$ cat src/rtl/execute_mem_issue_if.sv
// rtl/execute_mem_issue_if.sv - dispatch, writeback, issue and flush bundle for the memory issue queue
interface execute_mem_issue_if;
   logic        bco_valid;
   logic        i_valid;
   logic        o_ready;
   logic [3:0]  i_src0_rob;
   logic [3:0]  i_src1_rob;
   logic        i_src0_rdy;
   logic        i_src1_rdy;
   logic [31:0] i_src0_value;
   logic [31:0] i_src1_value;
   logic [3:0]  i_dst_rob;
   logic [25:0] i_imm;
   logic [7:0]  i_fid;
   logic [4:0]  i_mem_cmd;
   logic        i_wb_valid;
   logic [3:0]  i_wb_rob;
   logic [31:0] i_wb_value;
   logic        i_issue_ready;
   logic        o_issue_valid;
   logic [31:0] o_src0_value;
   logic [31:0] o_src1_value;
   logic [3:0]  o_dst_rob;
   logic [25:0] o_imm;
   logic [7:0]  o_fid;
   logic [4:0]  o_mem_cmd;

   modport master (
      output bco_valid, i_valid, i_src0_rob, i_src1_rob, i_src0_rdy, i_src1_rdy,
             i_src0_value, i_src1_value, i_dst_rob, i_imm, i_fid, i_mem_cmd,
             i_wb_valid, i_wb_rob, i_wb_value, i_issue_ready,
      input  o_ready, o_issue_valid, o_src0_value, o_src1_value, o_dst_rob,
             o_imm, o_fid, o_mem_cmd
   );

   modport slave (
      input  bco_valid, i_valid, i_src0_rob, i_src1_rob, i_src0_rdy, i_src1_rdy,
             i_src0_value, i_src1_value, i_dst_rob, i_imm, i_fid, i_mem_cmd,
             i_wb_valid, i_wb_rob, i_wb_value, i_issue_ready,
      output o_ready, o_issue_valid, o_src0_value, o_src1_value, o_dst_rob,
             o_imm, o_fid, o_mem_cmd
   );
endinterface

$ cat src/rtl/execute_mem_issue.sv
// rtl/execute_mem_issue.sv - in-order memory-pipe issue queue with writeback wakeup and flush
// Optional same-cycle empty-queue bypass: EXECUTE_MEM_ISSUE_BYPASS_EN.
module execute_mem_issue #(
   parameter int DEPTH = 4
) (
   input logic                clk,
   input logic                resetn,
   execute_mem_issue_if.slave mif
);
   localparam int PW = $clog2(DEPTH);
   localparam logic [PW:0] FULL = (PW+1)'(DEPTH);

   logic [DEPTH-1:0] vld;
   logic [DEPTH-1:0] s0_rdy;
   logic [DEPTH-1:0] s1_rdy;
   logic [3:0]       s0_tag [DEPTH];
   logic [3:0]       s1_tag [DEPTH];
   logic [31:0]      s0_val [DEPTH];
   logic [31:0]      s1_val [DEPTH];
   logic [3:0]       dst    [DEPTH];
   logic [25:0]      imm    [DEPTH];
   logic [7:0]       fid    [DEPTH];
   logic [4:0]       cmd    [DEPTH];

   logic [PW-1:0] head;
   logic [PW-1:0] tail;
   logic [PW:0]   count;

   logic        enq_s0_rdy;
   logic        enq_s1_rdy;
   logic [31:0] enq_s0_val;
   logic [31:0] enq_s1_val;
   logic        q_issue;
   logic        byp;
   logic        enq;
   logic        pop;

   // A writeback landing in the dispatch cycle is folded into the incoming entry.
   always_comb begin
      enq_s0_rdy = mif.i_src0_rdy | (mif.i_wb_valid & (mif.i_wb_rob == mif.i_src0_rob));
      enq_s1_rdy = mif.i_src1_rdy | (mif.i_wb_valid & (mif.i_wb_rob == mif.i_src1_rob));
      enq_s0_val = mif.i_src0_rdy ? mif.i_src0_value : mif.i_wb_value;
      enq_s1_val = mif.i_src1_rdy ? mif.i_src1_value : mif.i_wb_value;
   end

   assign q_issue = vld[head] & s0_rdy[head] & s1_rdy[head] & ~mif.bco_valid;

`ifdef EXECUTE_MEM_ISSUE_BYPASS_EN
   assign byp = (count == '0) & mif.i_valid & enq_s0_rdy & enq_s1_rdy & ~mif.bco_valid;
`else
   assign byp = 1'b0;
`endif

   assign mif.o_ready       = resetn & (count != FULL);
   assign enq               = mif.i_valid & mif.o_ready & ~mif.bco_valid & ~(byp & mif.i_issue_ready);
   assign pop               = q_issue & mif.i_issue_ready;
   assign mif.o_issue_valid = q_issue | byp;

   assign mif.o_src0_value = byp ? enq_s0_val    : s0_val[head];
   assign mif.o_src1_value = byp ? enq_s1_val    : s1_val[head];
   assign mif.o_dst_rob    = byp ? mif.i_dst_rob : dst[head];
   assign mif.o_imm        = byp ? mif.i_imm     : imm[head];
   assign mif.o_fid        = byp ? mif.i_fid     : fid[head];
   assign mif.o_mem_cmd    = byp ? mif.i_mem_cmd : cmd[head];

   always_ff @(posedge clk) begin
      if (!resetn || mif.bco_valid) begin
         vld   <= '0;
         head  <= '0;
         tail  <= '0;
         count <= '0;
      end else begin
         if (pop) begin
            vld[head] <= 1'b0;
            head      <= head + 1'b1;
         end
         if (enq) begin
            vld[tail] <= 1'b1;
            tail      <= tail + 1'b1;
         end
         case ({enq, pop})
            2'b10:   count <= count + 1'b1;
            2'b01:   count <= count - 1'b1;
            default: count <= count;
         endcase
      end
   end

   // Payload and ready bits are qualified by vld, so they carry no reset.
   always_ff @(posedge clk) begin
      for (int i = 0; i < DEPTH; i++) begin
         if (vld[i] && !s0_rdy[i] && mif.i_wb_valid && s0_tag[i] == mif.i_wb_rob) begin
            s0_rdy[i] <= 1'b1;
            s0_val[i] <= mif.i_wb_value;
         end
         if (vld[i] && !s1_rdy[i] && mif.i_wb_valid && s1_tag[i] == mif.i_wb_rob) begin
            s1_rdy[i] <= 1'b1;
            s1_val[i] <= mif.i_wb_value;
         end
      end
      if (enq) begin
         s0_rdy[tail] <= enq_s0_rdy;
         s1_rdy[tail] <= enq_s1_rdy;
         s0_tag[tail] <= mif.i_src0_rob;
         s1_tag[tail] <= mif.i_src1_rob;
         s0_val[tail] <= enq_s0_val;
         s1_val[tail] <= enq_s1_val;
         dst[tail]    <= mif.i_dst_rob;
         imm[tail]    <= mif.i_imm;
         fid[tail]    <= mif.i_fid;
         cmd[tail]    <= mif.i_mem_cmd;
      end
   end
endmodule

$ cat src/flat_wrapper.sv
// flat-port wrapper written by rule: the top's interface ports become plain ports
module execute_mem_issue_flat 
#(
   parameter int DEPTH = 4
)
  (clk, resetn, mif_bco_valid, mif_i_valid, mif_i_src0_rob, mif_i_src1_rob, mif_i_src0_rdy, mif_i_src1_rdy, mif_i_src0_value, mif_i_src1_value, mif_i_dst_rob, mif_i_imm, mif_i_fid, mif_i_mem_cmd, mif_i_wb_valid, mif_i_wb_rob, mif_i_wb_value, mif_i_issue_ready, mif_o_ready, mif_o_issue_valid, mif_o_src0_value, mif_o_src1_value, mif_o_dst_rob, mif_o_imm, mif_o_fid, mif_o_mem_cmd);
  execute_mem_issue_if mif_i ();
  input logic clk;
  input logic resetn;
  input wire logic [$bits(mif_i.bco_valid)-1:0] mif_bco_valid;
  input wire logic [$bits(mif_i.i_valid)-1:0] mif_i_valid;
  input wire logic [$bits(mif_i.i_src0_rob)-1:0] mif_i_src0_rob;
  input wire logic [$bits(mif_i.i_src1_rob)-1:0] mif_i_src1_rob;
  input wire logic [$bits(mif_i.i_src0_rdy)-1:0] mif_i_src0_rdy;
  input wire logic [$bits(mif_i.i_src1_rdy)-1:0] mif_i_src1_rdy;
  input wire logic [$bits(mif_i.i_src0_value)-1:0] mif_i_src0_value;
  input wire logic [$bits(mif_i.i_src1_value)-1:0] mif_i_src1_value;
  input wire logic [$bits(mif_i.i_dst_rob)-1:0] mif_i_dst_rob;
  input wire logic [$bits(mif_i.i_imm)-1:0] mif_i_imm;
  input wire logic [$bits(mif_i.i_fid)-1:0] mif_i_fid;
  input wire logic [$bits(mif_i.i_mem_cmd)-1:0] mif_i_mem_cmd;
  input wire logic [$bits(mif_i.i_wb_valid)-1:0] mif_i_wb_valid;
  input wire logic [$bits(mif_i.i_wb_rob)-1:0] mif_i_wb_rob;
  input wire logic [$bits(mif_i.i_wb_value)-1:0] mif_i_wb_value;
  input wire logic [$bits(mif_i.i_issue_ready)-1:0] mif_i_issue_ready;
  output wire logic [$bits(mif_i.o_ready)-1:0] mif_o_ready;
  output wire logic [$bits(mif_i.o_issue_valid)-1:0] mif_o_issue_valid;
  output wire logic [$bits(mif_i.o_src0_value)-1:0] mif_o_src0_value;
  output wire logic [$bits(mif_i.o_src1_value)-1:0] mif_o_src1_value;
  output wire logic [$bits(mif_i.o_dst_rob)-1:0] mif_o_dst_rob;
  output wire logic [$bits(mif_i.o_imm)-1:0] mif_o_imm;
  output wire logic [$bits(mif_i.o_fid)-1:0] mif_o_fid;
  output wire logic [$bits(mif_i.o_mem_cmd)-1:0] mif_o_mem_cmd;
  assign mif_i.bco_valid = mif_bco_valid;
  assign mif_i.i_valid = mif_i_valid;
  assign mif_i.i_src0_rob = mif_i_src0_rob;
  assign mif_i.i_src1_rob = mif_i_src1_rob;
  assign mif_i.i_src0_rdy = mif_i_src0_rdy;
  assign mif_i.i_src1_rdy = mif_i_src1_rdy;
  assign mif_i.i_src0_value = mif_i_src0_value;
  assign mif_i.i_src1_value = mif_i_src1_value;
  assign mif_i.i_dst_rob = mif_i_dst_rob;
  assign mif_i.i_imm = mif_i_imm;
  assign mif_i.i_fid = mif_i_fid;
  assign mif_i.i_mem_cmd = mif_i_mem_cmd;
  assign mif_i.i_wb_valid = mif_i_wb_valid;
  assign mif_i.i_wb_rob = mif_i_wb_rob;
  assign mif_i.i_wb_value = mif_i_wb_value;
  assign mif_i.i_issue_ready = mif_i_issue_ready;
  assign mif_o_ready = mif_i.o_ready;
  assign mif_o_issue_valid = mif_i.o_issue_valid;
  assign mif_o_src0_value = mif_i.o_src0_value;
  assign mif_o_src1_value = mif_i.o_src1_value;
  assign mif_o_dst_rob = mif_i.o_dst_rob;
  assign mif_o_imm = mif_i.o_imm;
  assign mif_o_fid = mif_i.o_fid;
  assign mif_o_mem_cmd = mif_i.o_mem_cmd;
  execute_mem_issue #(.DEPTH(DEPTH)) u_core (.clk(clk), .resetn(resetn), .mif(mif_i));
endmodule
$ cat config.mk
export PLATFORM = sky130hd
export DESIGN_NAME = execute_mem_issue_flat
export DESIGN_NICKNAME = d
export VERILOG_FILES = /design/src/rtl/execute_mem_issue_if.sv /design/src/rtl/execute_mem_issue.sv /design/src/flat_wrapper.sv
export SDC_FILE = /design/constraint.sdc
export NUM_CORES = 1
export LEC_CHECK = 0
export BUFFER_PORTS_ARGS = -buffer_cell sky130_fd_sc_hd__buf_2
export CAP_MARGIN = 20
export CORE_ASPECT_RATIO = 0.75
export CORE_MARGIN = 3
export CORE_UTILIZATION = 55
export DETAILED_ROUTE_END_ITERATION = 7
export PLACE_DENSITY_LB_ADDON = 0.2
export SLEW_MARGIN = 20
export SYNTH_ARGS = -nofsm -noshare
export SYNTH_HDL_FRONTEND = slang
export SYNTH_SLANG_ARGS = --single-unit
$ cat constraint.sdc
create_clock -name clk -period 8 [get_ports clk]
set_clock_uncertainty 0.15 [all_clocks]
set_input_delay 1.6 -clock clk [delete_from_list [all_inputs] [get_ports clk]]
set_output_delay 1.6 -clock clk [all_outputs]
set_load 0.02 [all_outputs]
# Word level (Yosys, flattened, before mapping)
# Memory sizes are Yosys's and may differ from the RTL's. A register that Yosys moved wholly into a read port is not among the register bits.
# Cells that the tools add are included.
# classes
addsub,4
n_mul,0
n_div,0
order_cmp,4
eq_ne,13
shifts,0
mux,58
n_bitwise,15
n_reduce_logical,37
# ops
op,n
32-bit two-way mux,2
4-bit == test,10
1-bit two-way mux,31
1-bit logical AND,26
2-bit two-way mux,12
4-bit two-way mux,5
1-bit bitwise AND,9
1-bit logical NOT,9
4-bit bitwise mux,2
1-bit binary-select mux with 2-bit select,3
"2-bit by 3-bit less-than comparator with 1-bit output, second input constant",2
3-bit one-hot mux with 2 select lines,1
"2-bit by 1-bit adder with 2-bit output, second input constant",2
4-bit bitwise AND,1
1-bit demux with 2-bit select,2
"2-bit by 1-bit >= comparator with 1-bit output, second input constant",2
4-bit inverter,1
4-bit bitwise OR,1
"3-bit by 1-bit adder with 3-bit output, second input constant",1
"3-bit != test, second input constant",1
"3-bit by 1-bit subtractor with 3-bit output, second input constant",1
"2-bit by 1-bit == test with 1-bit output, second input constant",1
"2-bit == test, second input constant",1
1-bit bitwise OR,2
3 further kinds,3
# word_totals
regBits,19
latch_bits,0
mem_bits_rw,460
rom_bits,0
inputBits,159
out_inout_bits,109
wordCells,145
n_memories,8
# memory_table
memory,depth,word_bits,rd,rd_ports_with_merged_regs,write_ports,line_no,text
u_core.s0_val,4,32,1,1,5,execute_mem_issue.sv:18,logic [31:0] s0_val [DEPTH];
u_core.s1_val,4,32,1,1,5,execute_mem_issue.sv:19,logic [31:0] s1_val [DEPTH];
u_core.imm,4,26,1,1,1,execute_mem_issue.sv:21,logic [25:0] imm [DEPTH];
u_core.fid,4,8,1,1,1,execute_mem_issue.sv:22,logic [7:0] fid [DEPTH];
u_core.cmd,4,5,1,1,1,execute_mem_issue.sv:23,logic [4:0] cmd [DEPTH];
u_core.dst,4,4,1,1,1,execute_mem_issue.sv:20,logic [3:0] dst [DEPTH];
2 more memories,--,--,--,--,--,--,

# Depth between registers and ports, before layout
# Gate-level depths: netlist of the first run.
# logic_depth
word_depth,10
depth_mapped,11
depth_no_buf,9

# Worst setup path after synthesis of the first run
# Ideal clock, no wire load.
# synth_timing
path_type,input port to flip-flop
from,in mif_i_wb_rob[2]
to,mem u_core.s0_val[0][0] (enable)
setup_time_ns,0.466
t_arrival_ns,4.570
required_time_ns,7.384
setup_slack_ns,2.814
cell_stages,5
path_buffers,1
cell_sequence,buf_2 -> xor2_1 -> nor3_1 -> nand4_1 -> o21ai_0
# synth_lines
element,line_no,text
from (decl),flat_wrapper.sv:23,input wire logic [$bits(mif_i.i_wb_rob)-1:0] mif_i_wb_rob;
to (decl),execute_mem_issue.sv:18,

==> results of run 1 <==
[metal layers]
metal,up-vias,wire length (µm)
li1,4926,-
met2,328,24200
met1,5780,20700
met4,6,1140
met5,-,45
met3,83,2690
[cell usage after synthesis, types with 6 or more instances]
library cell,number
nand2_1,6
buf_2,23
o21ai_0,9
inv_1,10
nand4_1,15
nor3_1,10
ha_1,9
edfxtp_1,460
a22oi_1,8
xor2_1,31
xnor2_1,12
mux2_4,180
nand3_4,6
buf_6,19
dfxtp_1,21
nor2_1,6
mux4_2,107
mux2_2,76
clkbuf_1,12
a21oi_1,12
[per-stage QoR]
| stage | hold WS, ps | cells |
|---|---|---|
| floorplan | 303 | 1060 |
| global placement | 322 | 1799 |
| detailed placement | 329 | 1799 |
| CTS | 341 | 1886 |
| global route | 396 | 1895 |
| finish | 339 | 1899 |
[critical path: stages (launching register included)]
cell	delay (ps)
dfxtp_4	930
buf_4	730
mux4_2	640
buf_2	190
[sequential cells by signal (all words and copies together), names as in the netlist, named ones only]
register,count
u_core.count,3
u_core.head,2
u_core.tail,2
u_core.s1_val,128
u_core.s0_tag,16
u_core.s0_val,128
u_core.cmd,20
u_core.fid,32
u_core.s1_rdy,4
u_core.imm,104
u_core.s1_tag,16
u_core.vld,4
u_core.s0_rdy,4
u_core.dst,16
[layout make-up]
type	instances	share of cell area, %
Tap cell	512	2.55
Multi-Input combinational cell	513	28.7
Timing Repair Buffer	284	5.90
Antenna cell	12	0.119
Clock buffer	68	5.20
Inverter	10	0.149
Clock inverter	19	0.761
Sequential cell	481	56.6
[cells by family (layout without fill, tap and decap cells)]
| kind of cell | after synthesis | in the layout | synth area share [%] |
|---|---|---|---|
| AO/OA/AOI/OAI | 37 | 37 | 1.05 |
| multiplexers | 365 | 365 | 27.5 |
| adder cells (fa/ha/maj) | 10 | 10 | 0.609 |
| flip-flops | 481 | 481 | 65.4 |
| buffers and inverters | 66 | 381 | 1.93 |
| other | 0 | 12 | 0 |
| XOR/XNOR | 43 | 43 | 1.73 |
| AND/OR/NAND/NOR | 58 | 58 | 1.81 |
[where the power goes]
part / switching (mW) / internal, mW
clock: 0.913 / 1.26
combinational: 0.162 / 0.161
sequential: 0.0177 / 2.79
[final timing paths]
kind                                startpoint                        endpoint  slack, ps  cells past startpoint
setup / recovery                      register            mif_o_src0_value[30]       3180                      3
hold reg to reg   u_core.count[2]$_SDFFE_PP0P_    u_core.count[2]$_SDFFE_PP0P_        340                      2
setup reg to reg  u_core.count[0]$_SDFFE_PP0P_  u_core.s1_val[2][26]$_DFFE_PP_       5060                      5
hold / removal    u_core.count[2]$_SDFFE_PP0P_    u_core.count[2]$_SDFFE_PP0P_        340                      2
==> qor.txt, run 1 <==
CTS Hold Buffers Added: 0
Starting DRT DRC Count: 839
Syn Inst Count: 1060
Initial antenna violation count: 13
Nets@finish: 1506
GR Util met3: 3.93%
RD Place Congestion: 0.772
P_leak: 9.26 nW
Most common cell after layout, fill and taps aside: edfxtp_1
HP Class: reg2reg
Peak Freq: 207 MHz
Tcrit/Tclk final: 60.3%
Reg clk slew, reported paths: 60 ps
Final instance area: 25200 µm²
Syn Nets: 1229
Gr ovfl total: 0
Type of destination of the critical path: output pin
Share of cells above drive strength 1: 53.7%
Setup TNS Final: 0 ps
# clock sinks: 481
Met2 usage: 37.7%
Fin worst setup slack: 3180 ps
Synthesized area per cell: 20.5 µm²
Port Buffer Count: 267
CP arrival: 3070 ps
WP data required: 6250 ps
Max-cap viol count: 0
Setup violators final: 0
Worst slack at placement: 3430 ps
Largest cells by area after synthesis: edfxtp_1 63%, mux2_4 12%, mux4_2 11%
Pins Over Slew Limit: 0
Fin util: 65.1%
Reg area: 14200 µm²
CP startpoint kind: register
Main synth FF type: edfxtp_1
Vias in the first global route: 11700
Min Tclk post-route: 4820 ps
PD cells: 211 nW/µm²
Global-route wire length before repair: 72.6 mm
Area share of the largest cell type after synthesis: 63.4%
Num CTS Buffers: 47
Sequential element share of the synthesized area: 65.4%
Die ar.: 42000 µm²
Slew HR: 31.1%
Clock buffer depth: 3
Pin count of the biggest net entering global routing: 65
Most frequent cells in the layout: 460 x edfxtp_1, 267 x buf_2, 180 x mux2_4
H-tree levels: 2
CTS tree: built
Final HPWL DP: 29.8 mm
EDFF count, synth: 460
Final hold vios: 0
Drt total wl: 48.7 mm
Vias: 11100
Synth-to-Final Area Change: 15.5%
Worst-path fanout max: 41
Setup Crit Path Kind: reg2out
Drt drc: 0
Core area: 38600 µm²
Cell variety after synth: 33
Cell taking the most area after synthesis: edfxtp_1
Clock Latency Late Sink: 550 ps
Post-route antenna net violation count: 0
Status: complete, no violations
Actual slew at the worst max-slew pin: 1030 ps
Die height: 178 µm
Via density: 5.86
Number of top-level pins: 268
Post-Syn Area: 21800 µm²
YS warnings: 0
DR WL/cell: 25.7 µm
Site row count: 62
Unrepaired setup endpoints after global routing: false
Tot Pwr: 5.31 mW
Async SR Flop Fraction: 0%
Initial core utilization: 56.4%
Placed instance area: 23600 µm²
Maximum vdd drop: 0.162 mV
Post-CTS Setup Inserts: 0
Post-CTS Resized: 0
Drt pass-1 iters: 5
Total track usage: 23.0%
Post-synthesis register bit count: 481
Root buf cell: clkbuf_16
Multi-input logic area: 7230 µm²
Chip Width: 236 µm
Fillers: 2665
Grt met1 use: 32.2%
Global route hottest layer: met2
(Power assumes the default switching activity.)
==> run 2: changes to the inputs <==
--- a/config.mk
+++ b/config.mk
@@ -9,7 +9,7 @@
 export CAP_MARGIN = 20
 export CORE_ASPECT_RATIO = 0.75
 export CORE_MARGIN = 3
-export CORE_UTILIZATION = 55
+export CORE_UTILIZATION = 53
 export DETAILED_ROUTE_END_ITERATION = 7
 export PLACE_DENSITY_LB_ADDON = 0.2
 export SLEW_MARGIN = 20
==> constraint.sdc (replaced) <==
create_clock -name clk -period 3.97 [get_ports clk]
set_clock_uncertainty 0.15 [all_clocks]
set_input_delay 0.794 -clock clk [delete_from_list [all_inputs] [get_ports clk]]
set_output_delay 0.794 -clock clk [all_outputs]
set_load 0.02 [all_outputs]
==> qor.txt, run 2 (same netlist as run 1, synthesis figures left out) <==
Seq pwr share: 53.3% (was 52.9%)
CTS tree: built (unchanged)
Setup Crit Path Kind: reg2out (unchanged)
Pin count of the biggest net entering global routing: 67 (was 65)
Share of cells above drive strength 1: 54.0% (was 53.7%)
Hold Crit Start: mif_i_imm[11] (was u_core.count[2]$_SDFFE_PP0P_)
Clock Latency Late Sink: 560 ps (was 550 ps)
PD cells: 422 nW/µm² (was 211 nW/µm²)
Pins Over Slew Limit: 0 (unchanged)
Clock Power Share: 40.4% (was 41.0%)
Synth-to-Final Area Change: 15.8% (was 15.5%)
Drt pass-1 iters: 5 (unchanged)
Num CTS Buffers: 48 (was 47)
Top flop regs: u_core.s0_val (128), u_core.s1_val (128), u_core.imm (104) (unchanged)
Post-route antenna net violation count: 0 (unchanged)
Final hold vios: 0 (unchanged)
Most frequent cells in the layout: 460 x edfxtp_1, 267 x buf_2, 180 x mux2_4 (unchanged)
Setup violators final: 0 (unchanged)
Unrepaired setup endpoints after global routing: false (unchanged)
Actual slew at the worst max-slew pin: 1100 ps (was 1030 ps)
Die height: 182 µm (was 178 µm)
CP startpoint kind: register (unchanged)
Maximum vdd drop: 0.333 mV (was 0.162 mV)
Drt total wl: 48.9 mm (was 48.7 mm)
RD Place Congestion: 0.805 (was 0.772)
Setup TNS Final: 0 ps (unchanged)
Total track usage: 22.4% (was 23.0%)
Number of top-level pins: 268 (unchanged)
Minimum hold slack: 300 ps (was 339 ps)
Slew HR: 26.4% (was 31.1%)
Type of destination of the critical path: output pin (unchanged)
Gr ovfl total: 0 (unchanged)
Initial core utilization: 54.4% (was 56.4%)
Post-CTS Resized: 0 (unchanged)
Die ar.: 43600 µm² (was 42000 µm²)
P_leak: 9.29 nW (was 9.26 nW)
Starting DRT DRC Count: 741 (was 839)
Vias in the first global route: 11600 (was 11700)
Port Buffer Count: 267 (unchanged)
Initial antenna violation count: 9 (was 13)
Reg clk slew, reported paths: 60 ps (about the same)
Core area: 40000 µm² (was 38600 µm²)
Vias: 11100 (about the same)
Worst-path fanout max: 17 (was 41)
Tcrit/Tclk final: 83.7%
Nets@finish: 1511 (was 1506)
Chip Width: 240 µm (was 236 µm)
Clock buffer depth: 3 (unchanged)
Peak Freq: 301 MHz
Multi-input logic area: 7230 µm² (unchanged)
DR WL/cell: 25.7 µm (about the same)
HP Class: in2reg (was reg2reg)
Logic pwr share: 6.3% (was 6.1%)
RR Startpoint: u_core.count[0]$_SDFFE_PP0P_ (unchanged)
Min Tclk post-route: 3320 ps
Fillers: 2865 (was 2665)
Global-route wire length before repair: 73.0 mm (was 72.6 mm)
WP data required: 3030 ps (was 6250 ps)
# clock sinks: 481 (unchanged)
Max-cap viol count: 0 (unchanged)
Sw Ratio: 20.8% (was 20.6%)
Site row count: 63 (was 62)
Post-CTS Setup Inserts: 0 (unchanged)
Status: complete, no violations (unchanged)
Drt drc: 0 (unchanged)
Root buf cell: clkbuf_16 (unchanged)
Internal power: 8.42 mW (was 4.22 mW)
Reg area: 14200 µm² (unchanged)
CTS Hold Buffers Added: 0 (unchanged)
Final HPWL DP: 31.5 mm (was 29.8 mm)
H-tree levels: 2 (unchanged)
NetSw: 2.21 mW (was 1.09 mW)
Via density: 5.82 (was 5.86)
Most common cell after layout, fill and taps aside: edfxtp_1 (unchanged)
CP arrival: 2380 ps (was 3070 ps)
[run 2: changes by cell type in the layout (fill, tap and decap cells not counted), moves of 2 or more]
cell,previous run,this run
buf_12,0,7
clkinv_2,9,12
clkbuf_1,18,15
inv_6,0,2
diode_2,12,2
buf_4,16,14
[run 2: path summary, 6_finish.rpt]
path | end | slack (ps) | cells after the start
worst max register to register | u_core.s1_val[0][17]$_DFFE_PP_ | 1230 | 5
worst min-delay path | u_core.imm[3][11]$_DFFE_PP_ | 300 | 1
worst max-delay path | mif_o_src1_value[5] | 650 | 3
worst min register to register | u_core.count[2]$_SDFFE_PP0P_ | 330 | 2
[run 2: through the flow]
step | power [mW] | instance area (µm²) | utilization (%) | cells | setup slack [ps]
global route | 11.0 | 25200 | 63.0 | 1901 | 494
finish | 10.6 | 25200 | 63.0 | 1901 | 647
global placement | 6.42 | 23700 | 59.3 | 1812 | 620
floorplan | 6.15 | 21800 | - | 1060 | 452
detailed placement | 6.44 | 23700 | 59.3 | 1812 | 584
CTS | 10.7 | 25200 | 63.0 | 1899 | 561
[run 2: worst max-delay path, stage by stage, from the launching register on]
cell	delay (ps)
dfxtp_4	560
buf_4	420
mux4_2	620
buf_2	190
[run 2: final cells by class]
class                      count  share of cell area, %
sequential                   481                   56.5
timing repair buffer         288                   6.27
clock buffer                  64                   5.09
tap                          520                   2.58
inverter                      10                  0.149
antenna                        2                 0.0198
clock inverter                23                  0.769
multi-input combinational    513                   28.7
[run 2: per-layer routing]
layer / vias to the layer above / wire [µm] / global-route usage [%]
met2: 294 / 23700 / 36.1
met4: 12 / 812 / 4.97
met1: 5779 / 21600 / 32.2
met5: - / 70 / 0
met3: 68 / 2730 / 4.33
li1: 4905 / - / -
[run 2: power groups by stage]
stage                     logic (mW)  registers [mW]  clock network [mW]
after floorplan                0.391            5.76                   0
after global placement         0.649            5.77                   0
after detailed placement       0.667            5.77                   0
after CTS                      0.670            5.66                4.40
after global routing           0.718            5.67                4.60
final                          0.668            5.66                4.30
==> run 3: changes to the inputs <==
==> constraint.sdc (replaced) <==
create_clock -name clk -period 2.8 [get_ports clk]
set_clock_uncertainty 0.15 [all_clocks]
set_input_delay 0.56 -clock clk [delete_from_list [all_inputs] [get_ports clk]]
set_output_delay 0.56 -clock clk [all_outputs]
set_load 0.02 [all_outputs]
==> qor.txt, run 3 (same netlist as run 1, synthesis figures left out) <==
Crit path capture: mif_o_src0_value[12] (was mif_o_src1_value[5])
CP Buf/Inv Count: 3 (was 2)
Pins Over Slew Limit: 0 (unchanged)
Max-cap viol count: 0 (unchanged)
CP startpoint kind: register (unchanged)
Drt total wl: 48.7 mm (was 48.9 mm)
# clock sinks: 481 (unchanged)
Global-route wire length before repair: 73.6 mm (was 73.0 mm)
Clock buffer depth: 3 (unchanged)
Initial antenna violation count: 11 (was 9)
Port Buffer Count: 267 (unchanged)
Synth-to-Final Area Change: 18.6% (was 15.8%)
Total track usage: 22.7% (was 22.4%)
Initial core utilization: 54.4% (unchanged)
Final hold vios: 0 (unchanged)
Share of cells above drive strength 1: 55.0% (was 54.0%)
Crit path max-delay cell type: mux4_2 (unchanged)
Worst-path fanout max: 17 (unchanged)
Worst reg2reg setup slack: 390 ps (was 1230 ps)
H-tree levels: 2 (unchanged)
WP data required: 2090 ps (was 3030 ps)
Status: complete, no violations (unchanged)
Most common cell after layout, fill and taps aside: edfxtp_1 (unchanged)
Reg clk slew, reported paths: 60 ps (about the same)
Core area: 40000 µm² (unchanged)
Unrepaired setup endpoints after global routing: true (was false)
Vias in the first global route: 11800 (was 11600)
Worst path cell trace: buf_12 > buf_16 > mux4_2 > buf_2 (was buf_4 > mux4_2 > buf_2)
Vias: 11200 (was 11100)
Most frequent cells in the layout: 460 x edfxtp_1, 260 x buf_2, 180 x mux2_4 (was 460 x edfxtp_1, 267 x buf_2, 180 x mux2_4)
Cell count of the worst reg-to-reg path: 9 (was 5)
R2r endpoint: u_core.count[2]$_SDFFE_PP0P_ (was u_core.s1_val[0][17]$_DFFE_PP_)
Final HPWL DP: 31.3 mm (was 31.5 mm)
RD Place Congestion: 0.792 (was 0.805)
P_leak: 9.54 nW (was 9.29 nW)
Setup violators final: 0 (unchanged)
Drt pass-1 iters: 5 (unchanged)
Dpl cells: 1841 (was 1812)
Post-route antenna net violation count: 0 (unchanged)
Min Tclk post-route: 2780 ps
Peak Freq: 359 MHz
RR Startpoint: u_core.count[0]$_SDFFE_PP0P_ (unchanged)
Site row count: 63 (unchanged)
Placed instance area: 24200 µm² (was 23700 µm²)
Number of top-level pins: 268 (unchanged)
CTS Hold Buffers Added: 0 (unchanged)
Die ar.: 43600 µm² (unchanged)
Die height: 182 µm (unchanged)
Starting DRT DRC Count: 824 (was 741)
Type of destination of the critical path: output pin (unchanged)
PD cells: 581 nW/µm² (was 422 nW/µm²)
Setup Crit Path Kind: reg2out (unchanged)
Via density: 5.79 (was 5.82)
CP peak stage delay: 530 ps (was 620 ps)
Clock Latency Late Sink: 560 ps (about the same)
CP arrival: 2070 ps (was 2380 ps)
Root buf cell: clkbuf_16 (unchanged)
WP depth: 4 (was 3)
Chip Width: 240 µm (unchanged)
Actual slew at the worst max-slew pin: 599 ps (was 1100 ps)
Drt drc: 0 (unchanged)
Pin count of the biggest net entering global routing: 52 (was 67)
Final cell count without fillers: 1938 (was 1901)
Final instance area: 25800 µm² (was 25200 µm²)
Top flop regs: u_core.s0_val (128), u_core.s1_val (128), u_core.imm (104) (unchanged)
Num CTS Buffers: 48 (unchanged)
Gr ovfl total: 0 (unchanged)
Tcrit/Tclk final: 99.4%
Nets@finish: 1548 (was 1511)
DR WL/cell: 25.2 µm (was 25.7 µm)
HP Class: in2reg (unchanged)
CTS tree: built (unchanged)
Maximum vdd drop: 0.403 mV (was 0.333 mV)
Slew HR: 59.9% (was 26.4%)
Cell family with most CP delay: buffers and inverters (was multiplexers)
[run 3: changes by cell type in the layout (fill, tap and decap cells not counted), sizes merged]
cell,delta
clkinvlp,+3
diode,-1
buf,+37
clkbuf,-6
inv,-4
clkinv,+9
bufinv,-1
[run 3: what timing repair did]
item / 4_1_cts / 5_1_grt
gates resized for setup: 9 / 6
endpoints found under the setup margin: 93 / 75
buffers inserted: 8 / 0
gates cloned: 0 / 0
[run 3: cell type report]
cell class	instances	area (µm²)
fill	2819	14200
timing repair buffer	325	2190
clock inverter	30	200
sequential	481	14200
multi-input combinational	513	7230
antenna	1	2.50
tap	520	651
inverter	10	52.6
clock buffer	58	1260
[run 3: how the worst min path moves through the flow]
stage                                  from                            to  slack [ps]  depth (start not counted)
2_1_floorplan  u_core.count[2]$_SDFFE_PP0P_  u_core.count[2]$_SDFFE_PP0P_         300                          2
3_3_place_gp   u_core.count[2]$_SDFFE_PP0P_  u_core.count[2]$_SDFFE_PP0P_         320                          2
3_5_place_dp   u_core.count[2]$_SDFFE_PP0P_  u_core.count[2]$_SDFFE_PP0P_         330                          2
4_1_cts                    mif_i_mem_cmd[1]    u_core.cmd[2][1]$_DFFE_PP_          30                          1
5_1_grt                        mif_i_fid[4]    u_core.fid[2][4]$_DFFE_PP_          40                          1
6_report                       mif_i_fid[6]    u_core.fid[1][6]$_DFFE_PP_          60                          1
[run 3: worst reg2reg max path: stages (launching register included)]
cell and delay (ps):
dfxtp_1 410, nor3b_1 80, buf_4 150, nor3b_4 270, inv_1 70, ha_1 220, fa_1 390, xnor2_1 150
or3_1 310, a21oi_1 140
[run 3: per-layer routing]
layer  vias to the layer above  GRT usage [%]  routed length [µm]
met5                         -              0                 121
met3                        87           4.30                2790
met1                      5800           32.0               21000
met2                       326           36.7               23600
met4                        18           5.98                1200
li1                       4998              -                   -
[run 3: metrics by stage]
| step | utilization [%] | total power, mW | hold WS, ps | TNS, ps | setup slack [ps] |
|---|---|---|---|---|---|
| 6_report | 64.5 | 15.0 | 62.9 | 0 | 15.9 |
| 5_1_grt | 64.5 | 15.5 | 44.4 | -2030 | -57.7 |
| 4_1_cts | 64.4 | 15.2 | 27.1 | -222 | -28.6 |
| 3_5_place_dp | 60.5 | 9.13 | 334 | 0 | 128 |
| 3_3_place_gp | 60.5 | 9.11 | 317 | 0 | 164 |
| 2_1_floorplan | - | 8.72 | 303 | 0 | 19.4 |
[run 3: power breakdown]
part	internal, mW	total, mW	switching, mW
combinational	0.485	0.953	0.468
sequential	7.98	8.03	0.0474
clock	3.39	6.03	2.64
total	11.9	15.0	3.16
